**src/rtl/riscv_pipe_pkg.sv**
```systemverilog
// Shared encodings for the five-stage pipeline control path.
// Latency: none (types, constants and a pure function only).
// Backpressure: n/a.
package riscv_pipe_pkg;

    // resultSrc encodings driven by the decoder
    localparam logic [1:0] RES_ALU = 2'b00;
    localparam logic [1:0] RES_MEM = 2'b01;
    localparam logic [1:0] RES_PC4 = 2'b10;

    // E-stage operand forwarding selects
    localparam logic [1:0] FWD_RF  = 2'b00;
    localparam logic [1:0] FWD_W   = 2'b01;
    localparam logic [1:0] FWD_M   = 2'b10;

    // data-memory wait FSM states
    typedef enum logic [1:0] {
        S_IDLE = 2'b00,
        S_WAIT = 2'b01,
        S_ERR  = 2'b10
    } wait_state_t;

    // M beats W; a write to x0 never forwards, so a source of x0 always reads the register file
    function automatic logic [1:0] fwd_sel(
        input logic [4:0] rs,
        input logic [4:0] rd_m,
        input logic       wr_m,
        input logic [4:0] rd_w,
        input logic       wr_w
    );
        logic [1:0] sel;
        sel = FWD_RF;
        if (wr_m && (rd_m != 5'd0) && (rd_m == rs)) begin
            sel = FWD_M;
        end else if (wr_w && (rd_w != 5'd0) && (rd_w == rs)) begin
            sel = FWD_W;
        end
        return sel;
    endfunction

endpackage

```
**src/rtl/dmem_wait_fsm.sv**
```systemverilog
// Data-memory wait handshake: freezes the pipeline while an access is outstanding, aborts on timeout.
// Latency: dmemReq/memStall combinational from state and inputs; busErr registered, set on entry to ERR.
// Backpressure: memStall=1 while the request is unacknowledged; after TIMEOUT unacked cycles one ERR cycle releases it.
module dmem_wait_fsm
    import riscv_pipe_pkg::*;
#(
    parameter int TIMEOUT = 16
) (
    input  logic clk,
    input  logic rst,
    input  logic memAccessM,
    input  logic dmemAck,
    output logic dmemReq,
    output logic memStall,
    output logic busErr
);

    localparam int               CNT_W    = $clog2(TIMEOUT);
    localparam logic [CNT_W-1:0] CNT_LAST = CNT_W'(TIMEOUT - 1);

    wait_state_t      state;
    logic [CNT_W-1:0] waitCnt;

    // state, wait counter and sticky error flag
    always_ff @(posedge clk or posedge rst) begin
        if (rst) begin
            state   <= S_IDLE;
            waitCnt <= '0;
            busErr  <= 1'b0;
        end else begin
            case (state)
                S_IDLE: begin
                    if (memAccessM && !dmemAck) begin
                        state   <= S_WAIT;
                        waitCnt <= CNT_W'(1);
                    end
                end
                S_WAIT: begin
                    if (dmemAck) begin
                        state   <= S_IDLE;
                        waitCnt <= '0;
                    end else if (waitCnt == CNT_LAST) begin
                        // flag the error as the abort cycle starts so it is visible during ERR
                        state   <= S_ERR;
                        waitCnt <= '0;
                        busErr  <= 1'b1;
                    end else begin
                        waitCnt <= waitCnt + CNT_W'(1);
                    end
                end
                S_ERR: begin
                    // any late ack here is dropped; the pipeline advances as if the access completed
                    state  <= S_IDLE;
                    busErr <= 1'b1;
                end
                default: begin
                    state   <= S_IDLE;
                    waitCnt <= '0;
                end
            endcase
        end
    end

    // request decode; gated by rst so a reset mid-wait drops the request immediately
    always_comb begin
        dmemReq = 1'b0;
        case (state)
            S_IDLE:  dmemReq = memAccessM;
            S_WAIT:  dmemReq = 1'b1;
            default: dmemReq = 1'b0;
        endcase
        dmemReq  = dmemReq & ~rst;
        memStall = dmemReq & ~dmemAck;
    end

endmodule

```
**src/rtl/hazard_ctrl.sv**
```systemverilog
// Pipeline stall/flush/forward control for the five-stage core; optional perf counters under HAZARD_PERF_EN.
// Latency: hazard, flush and forward outputs combinational; busErr and perf counters registered.
// Backpressure: memory wait freezes all five stages and defers flushes until the release cycle.
module hazard_ctrl #(
    parameter int TIMEOUT = 16,
    parameter int PERF_W  = 32
) (
    input  logic              clk,
    input  logic              rst,
    input  logic [4:0]        Rs1D,
    input  logic [4:0]        Rs2D,
    input  logic [4:0]        Rs1E,
    input  logic [4:0]        Rs2E,
    input  logic [4:0]        RdE,
    input  logic [1:0]        resultSrcE,
    input  logic              PCSrcE,
    input  logic [4:0]        RdM,
    input  logic              regWriteM,
    input  logic              memAccessM,
    input  logic [4:0]        RdW,
    input  logic              regWriteW,
    input  logic              dmemAck,
    output logic              stallF,
    output logic              stallD,
    output logic              stallE,
    output logic              stallM,
    output logic              stallW,
    output logic              flushD,
    output logic              flushE,
    output logic [1:0]        forwardAE,
    output logic [1:0]        forwardBE,
    output logic              dmemReq,
    output logic              busErr,
    output logic [PERF_W-1:0] perfStall,
    output logic [PERF_W-1:0] perfFlush,
    output logic [PERF_W-1:0] perfMemWait
);
    import riscv_pipe_pkg::*;

    logic memStall;
    logic lwStall;

    dmem_wait_fsm #(
        .TIMEOUT (TIMEOUT)
    ) u_wait (
        .clk        (clk),
        .rst        (rst),
        .memAccessM (memAccessM),
        .dmemAck    (dmemAck),
        .dmemReq    (dmemReq),
        .memStall   (memStall),
        .busErr     (busErr)
    );

    // load-use detection, stall/flush combination and operand forwarding
    always_comb begin
        lwStall   = (resultSrcE == RES_MEM) && (RdE != 5'd0) &&
                    ((RdE == Rs1D) || (RdE == Rs2D));
        forwardAE = fwd_sel(Rs1E, RdM, regWriteM, RdW, regWriteW);
        forwardBE = fwd_sel(Rs2E, RdM, regWriteM, RdW, regWriteW);
        // a memory wait freezes everything; a pending redirect stays in E until release
        stallF    = lwStall | memStall;
        stallD    = lwStall | memStall;
        stallE    = memStall;
        stallM    = memStall;
        stallW    = memStall;
        flushD    = PCSrcE & ~memStall;
        flushE    = (lwStall | PCSrcE) & ~memStall;
    end

`ifdef HAZARD_PERF_EN
    logic [PERF_W-1:0] stall_cnt;
    logic [PERF_W-1:0] flush_cnt;
    logic [PERF_W-1:0] memwait_cnt;

    // free-running event counters, wrapping naturally at 2^PERF_W
    always_ff @(posedge clk or posedge rst) begin
        if (rst) begin
            stall_cnt   <= '0;
            flush_cnt   <= '0;
            memwait_cnt <= '0;
        end else begin
            if (stallF)
                stall_cnt <= stall_cnt + PERF_W'(1);
            if (flushD | flushE)
                flush_cnt <= flush_cnt + PERF_W'(1);
            if (memStall)
                memwait_cnt <= memwait_cnt + PERF_W'(1);
        end
    end

    assign perfStall   = stall_cnt;
    assign perfFlush   = flush_cnt;
    assign perfMemWait = memwait_cnt;
`else
    assign perfStall   = '0;
    assign perfFlush   = '0;
    assign perfMemWait = '0;
`endif

endmodule

```
**config.mk**
```make
export PLATFORM = sky130hd
export DESIGN_NAME = hazard_ctrl
export DESIGN_NICKNAME = d
export VERILOG_FILES = /design/src/rtl/riscv_pipe_pkg.sv /design/src/rtl/dmem_wait_fsm.sv /design/src/rtl/hazard_ctrl.sv
export SDC_FILE = /design/constraint.sdc
export NUM_CORES = 1
export LEC_CHECK = 0
export CELL_PAD_IN_SITES_DETAIL_PLACEMENT = 0
export CELL_PAD_IN_SITES_GLOBAL_PLACEMENT = 1
export CORE_ASPECT_RATIO = 1.4
export CORE_MARGIN = 2
export CORE_UTILIZATION = 17
export CTS_BUF_LIST = sky130_fd_sc_hd__clkbuf_8
export CTS_CLUSTER_SIZE = 30
export DETAILED_ROUTE_END_ITERATION = 7
export PLACE_DENSITY = 0.74
export SETUP_SLACK_MARGIN = 0.15
export SLEW_MARGIN = 20
export SYNTH_ARGS = -nofsm -noshare
export SYNTH_HDL_FRONTEND = slang
export SYNTH_SLANG_ARGS = --single-unit
```
**constraint.sdc**
```tcl
create_clock -name clk -period 1.45 [get_ports clk]
set_input_delay 0.2175 -clock clk [delete_from_list [all_inputs] [get_ports clk]]
set_output_delay 0.2175 -clock clk [all_outputs]
set_load 0.01 [all_outputs]
```
Word level (Yosys, flattened, before mapping)
Cells that the tools add are included.
{ "op_classes": {"add_sub_neg": 1, "multipliers": 0, "div_mod_pow": 0, "n_lt_le_gt_ge": 0, "eq_ne": 14, "n_shift": 0, "muxes": 16, "bitwise_logic": 10, "n_reduce_logical": 19} }
{ "op_table": {"columns": ["cell", "n"], "rows": [
  ["$eq A5 B5 Y1", 6],
  ["$reduce_bool A5 Y1", 3],
  ["$mux W4", 3],
  ["$pmux W4 S3", 1],
  ["$mux W2", 5],
  ["$logic_and A1 B1 Y1", 9],
  ["$add A4 B1 Y4 const B", 1],
  ["$and A1 B1 Y1", 4],
  ["$eq A2 B1 Y1 const B", 2],
  ["$eq A4 B4 Y1 const B", 1],
  ["$mux W1", 4],
  ["$ne A2 B1 Y1 const B", 2],
  ["$not A1 Y1", 4],
  ["$pmux W1 S2", 2],
  ["$pmux W2 S2", 1],
  ["$reduce_and A2 Y1", 2],
  ["$ne A3 B2 Y1 const B", 1],
  ["$reduce_and A3 Y1", 1],
  ["$eq A2 B2 Y1 const B", 1],
  ["$logic_not A2 Y1", 1],
  ["$ne A2 B2 Y1 const B", 1],
  ["$or A1 B1 Y1", 2],
  ["$reduce_bool A2 Y1", 1],
  ["$logic_not A1 Y1", 1],
  ["$logic_or A1 B1 Y1", 1]
]} }
{ "totals": {"reg_bits": 7, "latch_bits": 0, "ram_bits": 0, "rom_bits": 0, "in_bits": 44, "mem_count": 0} }

Logic depth before layout (Yosys ltp)
Gate-level depths: netlist (run 1).
{ "depth": {"depth_word": 6, "mapped_depth": 6, "depth_no_buf": 5} }

By module
A second synthesis (run 1) with hierarchy kept.
{ "hier_totals": {"cells_unflattened": 190, "hier_area_um2": 1540.2} }
{ "modules_own_cells": {"columns": ["module", "n_inst", "cells_per_inst", "area_per_inst_um2", "seq_area_each_um2"], "rows": [
  ["hazard_ctrl", 1, 155, 1174.9, 0.0],
  ["dmem_wait_fsm", 1, 35, 365.4, 175.2]
]} }

Worst setup path after synthesis (run 1)
Ideal clock, no wire load.
{ "synth_path": {"path_type": "reg-to-output", "start": "reg u_wait.state[0]", "end": "out flushE", "t_arrival_ns": 1.497, "setup_slack_ns": -0.265, "stages_incl_launch_ff": 7, "n_path_buf": 1, "path_cell_list": "dfrtp_1 -> buf_2 -> nor2_4 -> or4_1 -> inv_1 -> or4_1 -> o21bai_1"} }
{ "synth_between": {"elab_chain_len": 6, "word_cells_on_any_way": 7} }
{ "synth_lines": {"columns": ["item", "line_no", "rtl"], "rows": [
  ["from (decl)", "dmem_wait_fsm.sv:21", "wait_state_t state;"],
  ["from (signal assigned)", "dmem_wait_fsm.sv:27", "state <= S_IDLE;"],
  ["from (signal assigned)", "dmem_wait_fsm.sv:34", "state <= S_WAIT;"],
  ["from (signal assigned)", "dmem_wait_fsm.sv:40", "state <= S_IDLE;"],
  ["$eq A2 B1 Y1 or $logic_not A2 Y1 (tied branches)", "dmem_wait_fsm.sv:67", "case (state)"],
  ["$pmux W1 S2 (*)", "dmem_wait_fsm.sv:67", null],
  ["$and A1 B1 Y1 (*)", "dmem_wait_fsm.sv:72", "dmemReq = dmemReq & ~rst;"],
  ["$and A1 B1 Y1 (*)", "dmem_wait_fsm.sv:73", "memStall = dmemReq & ~dmemAck;"],
  ["net stallE", "hazard_ctrl.sv:25", "output logic stallE,"],
  ["$not A1 Y1 (*)", "hazard_ctrl.sv:68", "flushE = (lwStall | PCSrcE) & ~memStall;"],
  ["$and A1 B1 Y1 (*)", "hazard_ctrl.sv:68", null],
  ["to (decl)", "hazard_ctrl.sv:29", "output logic flushE,"]
]} }
The timed path passes the listed nets; every way through them passes the cells marked *.

Worst setup path in the final report (run 1)
{ "layout_path": {"start": "reg u_wait.state[1]", "end": "out flushE"} }
{ "layout_between": {"elab_chain_len": 6, "word_cells_on_any_way": 7} }
{ "layout_lines": {"columns": ["item", "line_no"], "rows": [
  ["$eq A2 B1 Y1 or $logic_not A2 Y1 (tied branches)", "dmem_wait_fsm.sv:67"],
  ["$pmux W1 S2 (*)", "dmem_wait_fsm.sv:67"],
  ["$and A1 B1 Y1 (*)", "dmem_wait_fsm.sv:72"],
  ["$and A1 B1 Y1 (*)", "dmem_wait_fsm.sv:73"],
  ["$not A1 Y1 (*)", "hazard_ctrl.sv:68"],
  ["$and A1 B1 Y1 (*)", "hazard_ctrl.sv:68"]
]} }
Mark *: on every way between the ends. The rest lies on a longest branch, timed or not.

==> flow_summary.ini, run 1 <==
[setup_path]
cp_slowest_cell = or4_4
required_ps = 1230
cp_cell_sequence = or4_4 -> and2_4 -> o21bai_4 -> buf_6
r2r_slack_ps = 160
path_buf_inv = 1
cp-end-kind = primary output
path_class = register to primary output
crit_path_start_kind = register
critPathTopFamily = simple AND/OR/NAND/NOR gates
worstPathMaxFanout = 3
crit_arrival_ps = 1620
critPathMaxStageDelay_ps = 560

[synthesis]
synthTopCellsByArea = buf_4 (49%), xor2_1 (14%), dfrtp_1 (11%), xnor2_1 (4.0%), or4_1 (3.0%)
syn-mean-instance-area_um2 = 7.99
synth_seq_area_share_pct = 11.5
synth.top_cell.area_share_pct = 48.7
synth_top_area_cell = buf_4
ys_seq_elements = 7
syn_inst = 191
yosysUniqueCellTypes = 31
ys_warn_count = 0
synth_area_um2 = 1530

[detailed_routing]
drc = 0
num_vias = 1306
postRouteAntennaNets = 0
drt_iter0_drc = 16
viasPerCell = 3.40
detail_route.wl_per_cell_um = 9.98
first_pass_iters = 4
routed_wirelength_um = 3830

[run_status]
outcome = finished with violations
violations = negative setup slack

[job]
maxCapViolations = 0

[die]
core_area_um2 = 8660
initial_core_util_pct = 17.6
fp.dieH_um = 116
rows = 40
io_pins = 153
die_x_um = 84.1
die_area_um2 = 9760

[sta]
period_minus_slack_ps = 1840
setup_tns_ps = -3010
fin_crit_sh_pct = 127
fmax_ghz = 0.543
fin_ws_ps = -392
clock_skew_ps = 4.06
drv_slew = 0
setup_violations = 11
hold_viol = 0
grt_setup_unrepaired = true

[layout]
n_antenna_cell = 0
fin_nets = 325
post_route_cells_drive_above_1_share_pct = 33.7
instances_no_fill = 384
layout_common_cells = conb_1 (96), buf_4 (25), xor2_1 (24)
final_area_um2 = 2260
layout_commonest_cell = conb_1
area_growth_pct = 48.2

[power_and_ir_drop]
p_int_w = 0.000653
clkPwrFrac_pct = 25.0
power_w = 0.00106
p_sw_share_pct = 38.4
combPwrFrac_pct = 54.1
p_sw_w = 0.000408
cellPowerDensity_nw_per_um2 = 469
p_leak_nw = 1.17
p_seq_share_pct = 20.9
vdd_drop_max_uv = 534

[clocking]
clk_path_buf_depth = 2
cts_sinks = 7
cts.hold.buffers_added = 0
numCtsBuffers = 3
htreeDepth = 1
clk_pin_slew_ps = 40
cts_tree = yes
clock_latency_ps = 230
clockRootBuffer = clkbuf_8

[global_routing]
grt_max_degree = 9
grt_pass1_wl_um = 5550
grt_pass1_vias = 1170
gr-usage-all-layers_pct = 6.95
grt-ovfl-total = 0
antenna_found_initial = 0

[placed_design]
placed_area_um2 = 2050
dp_hpwl_um = 3110
dp_cells = 370
io_buffers = 56
place.gp.congestion = 0.783

[hold_path]
hold_class = primary input to asynchronous set/reset pin
[cells in the mapped netlist (all sizes together)]
| cell | instances |
|---|---|
| a2111oi | 1 |
| o21bai | 1 |
| a22oi | 1 |
| o21ai | 4 |
| ha | 1 |
| and3 | 2 |
| a21oi | 2 |
| a211o | 1 |
| nand2 | 5 |
| nor3 | 3 |
| xor2 | 24 |
| and2 | 1 |
| xnor2 | 7 |
| inv | 4 |
| nor2 | 6 |
| o41ai | 1 |
| buf | 100 |
| nand3 | 5 |
| or4 | 7 |
| o32ai | 1 |
| conb | 1 |
| dfrtp | 7 |
| o22ai | 1 |
| nor4 | 4 |
| a21o | 1 |
[state kept, by name (all words and copies together) (netlist names)]
register / count
u_wait.waitCnt: 4
u_wait.state: 2
u_wait.busErr: 1
[metrics by stage]
step	hold slack (ps)	util (%)	setup WS (ps)
after global placement	468	23.7	-1140
after global routing	258	26.1	-443
final	215	26.1	-392
after CTS	227	25.4	-431
after floorplan	20.9	-	-198
after detailed placement	476	23.7	-1150
[power by group through the flow]
stage	combinational [W]	sequential, W	clock [W]
finish	0.000574	0.000221	0.000265
global route	0.000625	0.000223	0.000281
CTS	0.000549	0.000222	0.000271
detailed placement	0.000520	0.000223	0
global placement	0.000517	0.000222	0
floorplan	0.000463	0.000221	0
[timing repair]
item | in CTS | in global routing
setup endpoints to repair | 16 | 15
gates resized for setup | 162 | 29
pin swaps | 21 | 14
buffers inserted | 7 | 3
[area by class of cell]
type                       count  area (um^2)
fill                         948         6400
clock inverter                 1         3.75
sequential                     7          175
multi-input combinational    175         1120
inverter                       4         17.5
clock buffer                   3         41.3
tap                          105          131
timing repair buffer          89          768
[tightest hold or removal path, cell delays in order]
cell	delay (ps)
dlygate4sd2_1	240
buf_4	140
inv_1	220
[cells by family (layout without fill, tap and decap cells)]
logic type	after synthesis	after routing	synth area share [%]
buffers and inverters	104	97	50.0
and+or+nand+nor	33	33	13.2
xor gates and xnor gates	31	31	17.8
AOI/OAI and AO/OA	14	14	6.40
DFF	7	7	11.5
adders and majority gates	1	1	0.820
other	1	96	0.246
[layer usage]
layer / global-route usage [%] / wire (um) / vias up
met4: 1.51 / 0 / 0
li1: - / - / 609
met3: 1.35 / 443 / 0
met1: 7.26 / 1270 / 585
met2: 14.1 / 2120 / 112
met5: 0 / 0 / -
[path summary, 6_finish.rpt]
kind | cells after the start | endpoint | startpoint
max | 4 | flushE | u_wait.state[1]$_DFFE_PP0P_
min | 3 | u_wait.waitCnt[0]$_DFFE_PP0P_ | rst
max reg2reg | 3 | u_wait.state[0]$_DFFE_PP0P_ | u_wait.waitCnt[0]$_DFFE_PP0P_
min reg2reg | 1 | u_wait.busErr$_DFFE_PP0P_ | u_wait.busErr$_DFFE_PP0P_
max in group asynchronous | 3 | u_wait.waitCnt[3]$_DFFE_PP0P_ | rst
min in group clk | 1 | u_wait.busErr$_DFFE_PP0P_ | u_wait.busErr$_DFFE_PP0P_
No activity file was read; power rests on OpenSTA's default activity.
==> inputs of run 2 (changes only) <==
--- a/config.mk
+++ b/config.mk
@@ -13,6 +13,7 @@
 export CTS_BUF_LIST = sky130_fd_sc_hd__clkbuf_8
 export CTS_CLUSTER_SIZE = 30
 export DETAILED_ROUTE_END_ITERATION = 7
+export GPL_TIMING_DRIVEN = 0
 export PLACE_DENSITY = 0.74
 export SETUP_SLACK_MARGIN = 0.15
 export SLEW_MARGIN = 20
==> flow_summary.ini, run 2 (synthesis results as in run 1) <==
[run_status]
outcome = finished with violations
violations = negative setup slack

[global_routing]
grt_max_degree = 9
grt-ovfl-total = 0
gr-usage-all-layers_pct = 7.64
grt_pass1_vias = 1352
met3_usage_pct = 2.21
grt_pass1_wl_um = 6090
gr-usage-met1_pct = 8.29
grt_use_met2_pct = 14.7
antenna_found_initial = 0
busiest_layer = met2

[power_and_ir_drop]
vdd_drop_max_uv = 253
p_leak_nw = 1.63
cellPowerDensity_nw_per_um2 = 432

[sta]
fin_crit_sh_pct = 136
fin_ws_ps = -522
hold_viol = 0
grt_setup_unrepaired = true
clock_skew_ps = 3.84
drv_slew = 0
hold_slack_ps = 97.8
fmax_ghz = 0.507
setup_violations = 11
period_minus_slack_ps = 1970

[layout]
regArea_um2 = 176
fin_nets = 405
layout_commonest_cell = buf_4
area_growth_pct = 85.8
post_route_cells_drive_above_1_share_pct = 47.9
fillers = 938
utilization_pct = 32.7
reg_top3 = u_wait.waitCnt: 4 flops, u_wait.state: 2 flops, u_wait.busErr: 1 flops
largest_reg_flops = 4
n_antenna_cell = 0
multiInputGateArea_um2 = 1100
top_register = u_wait.waitCnt
layout_common_cells = buf_4 (110), conb_1 (96), xor2_1 (24)
instances_no_fill = 464

[placed_design]
io_buffers = 56
place.gp.congestion = 0.749
dp_cells = 447
dp_hpwl_um = 3570

[setup_path]
crit-reg2reg-launch = u_wait.waitCnt[0]$_DFFE_PP0P_
cp-end-kind = primary output
worstPathMaxFanout = 3
path_buf_inv = 3
cp_slowest_cell = or4_4
critPathMaxStageDelay_ps = 510
crit_arrival_ps = 1750
critPathTopFamily = simple AND/OR/NAND/NOR gates
path_class = register to primary output
required_ps = 1230
startpoint = u_wait.state[0]$_DFFE_PP0P_
cp_cell_sequence = buf_6 -> nor2_4 -> or4_4 -> inv_4 -> or4_4 -> o21bai_4 -> buf_6
r2r_slack_ps = 170
crit_path_start_kind = register

[clocking]
cts.hold.buffers_added = 0
numCtsBuffers = 3
cts_tree = yes
htreeDepth = 1
clk_pin_slew_ps = 40
clock_latency_ps = 230
clockRootBuffer = clkbuf_8
clk_path_buf_depth = 2
cts_sinks = 7

[detailed_routing]
routed_wirelength_um = 4260
viasPerCell = 3.23
drc = 0
first_pass_iters = 4
postRouteAntennaNets = 0
detail_route.wl_per_cell_um = 9.18
num_vias = 1497
drt_iter0_drc = 16

[die]
fp.dieH_um = 116
rows = 40
initial_core_util_pct = 17.6
core_area_um2 = 8660
io_pins = 153
die_area_um2 = 9760
die_x_um = 84.1

[hold_path]
hold_class = primary input to asynchronous set/reset pin

[job]
maxCapViolations = 0
[run 2: final timing paths]
kind / end / depth (start not counted)
max: flushE / 7
min: u_wait.state[0]$_DFFE_PP0P_ / 2
max reg2reg: u_wait.state[0]$_DFFE_PP0P_ / 3
min reg2reg: u_wait.busErr$_DFFE_PP0P_ / 1
max in group asynchronous: u_wait.state[1]$_DFFE_PP0P_ / 2
min in group clk: u_wait.busErr$_DFFE_PP0P_ / 1
[run 2: cell type report]
cell class              instances  share of cell area (%)
plain buffers                 100                    26.6
clock buffers                   3                    1.46
clock inverters                 1                   0.132
inverters                       4                   0.618
multi-input cells             175                    38.7
flip-flops and latches          7                    6.23
well taps                     105                    4.64
repair buffers                 69                    21.6
[run 2: stage by stage]
step / setup slack, ps / setup TNS, ps / power, W / instance area, um^2
2_1_floorplan: -198 / -277 / 0.000684 / 1940
6_report: -522 / -3750 / 0.00122 / 2830
5_1_grt: -582 / -4140 / 0.00130 / 2830
3_5_place_dp: -1180 / -11160 / 0.000894 / 2640
3_3_place_gp: -1180 / -11040 / 0.000891 / 2640
4_1_cts: -533 / -3990 / 0.00119 / 2780
[run 2: layer usage]
metal	share of wire, %	vias up
met5	0	-
met4	0.42	0
met2	51	114
met1	36	610
met3	13	2
li1	-	771
[run 2: where the power goes]
group / internal (W) / switching (W)
clock network: 0.000183 / 0.0000859
registers: 0.000208 / 0.00000968
logic: 0.000398 / 0.000338
total: 0.000790 / 0.000434
[run 2: what timing repair did]
action	in CTS	in global routing
endpoints found under the setup margin	15	16
pin swaps	19	12
gates resized for setup	133	47
setup buffers	11	2
==> inputs of run 3 (changes only) <==
--- a/config.mk
+++ b/config.mk
@@ -15,6 +15,7 @@
 export DETAILED_ROUTE_END_ITERATION = 7
 export GPL_TIMING_DRIVEN = 0
 export PLACE_DENSITY = 0.74
+export RECOVER_POWER = 25
 export SETUP_SLACK_MARGIN = 0.15
 export SLEW_MARGIN = 20
 export SYNTH_ARGS = -nofsm -noshare
==> results of run 3 <==
The final DEF is identical to that of run 2; final timing and power are the same.
==> RTL change 1, RTL diff (settings of run 1) <==
The 3 states of `wait_state_t` get a one-hot encoding in 3 bits.
--- a/src/rtl/riscv_pipe_pkg.sv
+++ b/src/rtl/riscv_pipe_pkg.sv
@@ -14,10 +14,10 @@
     localparam logic [1:0] FWD_M   = 2'b10;
 
     // data-memory wait FSM states
-    typedef enum logic [1:0] {
-        S_IDLE = 2'b00,
-        S_WAIT = 2'b01,
-        S_ERR  = 2'b10
+    typedef enum logic [2:0] {
+        S_IDLE = 3'b001,
+        S_WAIT = 3'b010,
+        S_ERR  = 3'b100
     } wait_state_t;
 
     // M beats W; a write to x0 never forwards, so a source of x0 always reads the register file
Check against the original RTL: same outputs for any inputs over 10 cycles, from zero or initial values and one cycle with rst high; not proved beyond that.
==> RTL change 1 against run 1 <==
The flow finishes with violations (DRC, setup timing); area after synthesis grew 4.5%; routed wire length fell by 6.2%; setup slack better by 0.0049 ns; clock skew is 0.0030 ns higher; sequential power is 12% higher; total power increased by 4.7%; cell area up 5.9%; sequential cell count rose by 1; combinational power increased by 1%; largest cell class unchanged.
==> RTL change 1: results (changes against run 1) <==
| Metric | Value |
|---|---|
| Outcome | finished with violations (unchanged) |
| Failing checks | DRC, setup timing (was setup timing) |
| Gate power share | 52.2% (was 54.1%) |
| Total Routing Usage GR | 6.49% (was 6.95%) |
| TritonCTS buffer count | 3 (unchanged) |
| Worst r2r dst | u_wait.waitCnt[3]$_DFFE_PP0P_ (was u_wait.state[0]$_DFFE_PP0P_) |
| Final nets | 337 (was 325) |
| Final WS setup | -0.387 ns (was -0.392 ns) |
| Total negative slack | -3.47 ns (was -3.01 ns) |
| Pre-CTS setup slack | -1.05 ns (was -1.15 ns) |
| Ant. Diodes | 0 (unchanged) |
| Hpwl dp | 3050 um (was 3110 um) |
| Vias in the first global route | 1,237 (was 1,170) |
| Synth Area in Compound Gates | 6.51% (was 6.40%) |
| Placed Instances | 381 (was 370) |
| Internal Power | 0.688 mW (was 0.653 mW) |
| Mux share of post-synthesis cell area | 1.26% (was 0%) |
| Fin Clk Skew | 0.00701 ns (was 0.00406 ns) |
| Drt pass-1 iters | 8 (was 4) |
| DRC Markers | 8 (was 0) |
| Reg-to-reg slack, setup | -0.01 ns (was 0.16 ns) |
| Hold_ws | 0.403 ns (was 0.215 ns) |
| Non-filler cells, final | 398 (was 384) |
| Ys flop type | dfrtp_1 (unchanged) |
| Post-Synth Adder-Cell Area | 0.785% (was 0.820%) |
| XOR/XNOR share of the synthesized area | 16.5% (was 17.8%) |
| Syn Area/Cell | 8.05 um2 (was 7.99 um2) |
| Final Setup Violations | 13 (was 11) |
| Leak Pwr | 1.22 nW (was 1.17 nW) |
| Placed cell areas | 0.00214 mm2 (was 0.00205 mm2) |
| Worst r2r src | u_wait.state[0]$_DFFE_PP1P_ (was u_wait.waitCnt[0]$_DFFE_PP0P_) |
| Global-route wire length before repair | 5400 um (was 5550 um) |
| Final wirelength | 3590 um (was 3830 um) |
| Distinct cells, synth | 35 (was 31) |
| Reg2Reg Depth | 7 (was 3) |
| VDD IR max | 0.000159 V (was 0.000534 V) |
| Placer Congestion | 0.763 (was 0.783) |
| Ranking of synthesized cells by area | buf_4 47%, xor2_1 13%, dfrtp_1 11%, xnor2_1 3.3%, or4_1 1.9% (was buf_4 49%, xor2_1 14%, dfrtp_1 11%, xnor2_1 4.0%, or4_1 3.0%) |
| Vias per inst | 3.41 (was 3.40) |
| Initial DRC count | 26 (was 16) |
| Register area share after synthesis | 12.6% (was 11.5%) |
-- RTL change 1: how the worst max path moves through the flow --
stage,cells after the start,from,to,slack (ns)
floorplan,5,u_wait.state[0]$_DFFE_PP1P_,stallF,-0.19
global placement,5,RdW[2],forwardBE[0],-1.05
detailed placement,5,RdW[2],forwardBE[0],-1.05
CTS,7,u_wait.state[0]$_DFFE_PP1P_,stallE,-0.56
global route,7,u_wait.state[0]$_DFFE_PP1P_,stallE,-0.47
finish,7,u_wait.state[0]$_DFFE_PP1P_,flushE,-0.39
-- RTL change 1: final cells by class --
class,instances,area (um2)
flip-flops and latches,8,201
well taps,107,134
multi-input cells,183,1210
fillers,977,6690
repair buffers,93,788
clock inverters,1,3.75
inverters,3,11.3
clock buffers,3,41.3
-- RTL change 1: kinds of logic after synthesis --
logic type               count (synthesis)
other                                    1
AO/OA/AOI/OAI                           15
adder cells (fa/ha/maj)                  1
AND/OR/NAND/NOR                         39
buffers and inverters                  102
flip-flops                               8
multiplexers                             2
XOR/XNOR                                30
-- RTL change 1: timing repair --
action,in CTS,in global routing
setup endpoints to repair,19,18
gates cloned,0,0
resized for setup,136,30
endpoints found under the hold margin,0,0
pin swaps,20,13
setup buffers,10,3
-- RTL change 1: metal layers --
| metal | up-vias | GRT usage, % | part of all wire, % |
|---|---|---|---|
| met3 | 2 | 1.26 | 11 |
| met5 | - | 0 | 0 |
| li1 | 642 | - | - |
| met2 | 108 | 13.3 | 57 |
| met4 | 0 | 1.49 | 0.53 |
| met1 | 606 | 6.41 | 31 |
-- RTL change 1: worst max-delay path: stages (launching register included) --
cell     delay [ns]
dfstp_2        0.52
buf_4          0.12
nor2b_4        0.04
nor2_4         0.15
nor4_4         0.05
buf_4          0.15
o31ai_2        0.18
buf_2          0.17
==> RTL change 2, RTL diff (settings of run 1) <==
Without the edit above. `PERF_W`: 32 -> 64.
--- a/src/rtl/hazard_ctrl.sv
+++ b/src/rtl/hazard_ctrl.sv
@@ -3,7 +3,7 @@
 // Backpressure: memory wait freezes all five stages and defers flushes until the release cycle.
 module hazard_ctrl #(
     parameter int TIMEOUT = 16,
-    parameter int PERF_W  = 32
+    parameter int PERF_W  = 64
 ) (
     input  logic              clk,
     input  logic              rst,
Interface: changed (resized perfFlush, perfMemWait and perfStall); port bits go from 153 to 249. The function was not compared with the original's and may differ.
==> RTL change 2 against run 1 <==
The run still ends with setup timing left; total power grew 13%; maximum frequency shrank 0.12%; area after synthesis grew 47%; synthesized cell count grew 50%; setup slack lost 0.0022 ns; utilization shrank 4.6 points; sequential cell count is the same; cell area grew 22%; routed wire length grew 11%; largest power group unchanged.
==> RTL change 2: results (changes against run 1) <==
| Metric | Value |
|---|---|
| Min-Delay Path Class | input pin to async pin (unchanged) |
| Seq/total area | 6.33% (was 7.75%) |
| Die area | 0.0142 mm2 (was 0.00976 mm2) |
| Placer Congestion | 0.843 (was 0.783) |
| Non-clk buf share | 29.2% (was 34.0%) |
| Multi-input logic area | 0.00153 mm2 (was 0.00112 mm2) |
| Initial DRC count | 25 (was 16) |
| Register area share after synthesis | 7.80% (was 11.5%) |
| Logic inverters | 4 (unchanged) |
| Placed Instances | 519 (was 370) |
| Failing checks | setup timing (unchanged) |
| Drt pass-1 iters | 3 (was 4) |
| XOR/XNOR share of the synthesized area | 12.1% (was 17.8%) |
| VDD IR max | 0.000376 V (was 0.000534 V) |
| Placed cell areas | 0.00251 mm2 (was 0.00205 mm2) |
| Ranking of synthesized cells by area | buf_4 65%, xor2_1 9.4%, dfrtp_1 7.8%, xnor2_1 2.7%, or4_1 2.0% (was buf_4 49%, xor2_1 14%, dfrtp_1 11%, xnor2_1 4.0%, or4_1 3.0%) |
| Hold_ws | 0.210 ns (was 0.215 ns) |
| FILL cells | 1,446 (was 948) |
| Pre-CTS setup slack | -1.06 ns (was -1.15 ns) |
| Post-Synth Adder-Cell Area | 0.557% (was 0.820%) |
| Vias per inst | 2.93 (was 3.40) |
| Hpwl dp | 3600 um (was 3110 um) |
| PwrDens | 435 mW/mm2 (was 469 mW/mm2) |
| Plain + repair buffers | 91 (was 89) |
| Final nets | 423 (was 325) |
| Outcome | finished with violations (unchanged) |
| Share of post-route cells with drive strength above 1 | 27.6% (was 33.7%) |
| H-tree depth | 1 (unchanged) |
| Num Clock Sinks | 7 (unchanged) |
| Final WS setup | -0.395 ns (was -0.392 ns) |
| Initial antenna violation count | 0 (unchanged) |
| Clock buf/inv share | 1.63% (was 1.99%) |
| Multi-input comb cells | 271 (was 175) |
| Total Routing Usage GR | 4.96% (was 6.95%) |
| Final Setup Violations | 11 (unchanged) |
| Largest net degree at the start of global routing | 9 (unchanged) |
| Via count | 1,551 (was 1,306) |
| Post-synth top cells | 195 x buf_4, 24 x xor2_1, 7 x dfrtp_1, 7 x xnor2_1, 6 x or4_1 (was 99 x buf_4, 24 x xor2_1, 7 x dfrtp_1, 7 x xnor2_1, 6 x or4_1) |
| Worst r2r src | u_wait.waitCnt[1]$_DFFE_PP0P_ (was u_wait.waitCnt[0]$_DFFE_PP0P_) |
| CTS max path bufs | 2 (unchanged) |
| Global-route wire length before repair | 5530 um (was 5550 um) |
| Worst r2r dst | u_wait.busErr$_DFFE_PP0P_ (was u_wait.state[0]$_DFFE_PP0P_) |
| Synth top area share | 65.2% (was 48.7%) |
| Mapped Cells | 287 (was 191) |
| Total negative slack | -3.03 ns (was -3.01 ns) |
| Synth Area in Compound Gates | 4.35% (was 6.40%) |
| Vias in the first global route | 1,245 (was 1,170) |
[RTL change 2: cell types whose count changed after synthesis]
| cell | before | now |
|---|---|---|
| buf_4 | 99 | 195 |
[RTL change 2: metal layers]
metal / part of all wire [%] / track usage (%)
met5: 0 / 0
met4: 2.6 / 2.77
met3: 14 / 0.948
met2: 58 / 10.6
met1: 25 / 3.85
[RTL change 2: what timing repair did]
| action | in CTS | in global routing |
|---|---|---|
| gates resized for setup | 126 | 74 |
| cloned | 0 | 0 |
| hold endpoints to repair | 0 | 0 |
| setup endpoints to repair | 15 | 16 |
| setup buffers | 5 | 2 |
| hold buffers | 0 | 0 |
| pin swaps | 23 | 24 |
[RTL change 2: where the power goes]
part	internal, mW	switching [mW]
combinational	0.280	0.434
sequential	0.208	0.0100
clock	0.183	0.0879
total	0.671	0.532
[RTL change 2: worst min-delay path, cell delays in order]
cell and delay [ns]:
dlygate4sd2_1 0.25, buf_4 0.14, inv_1 0.22
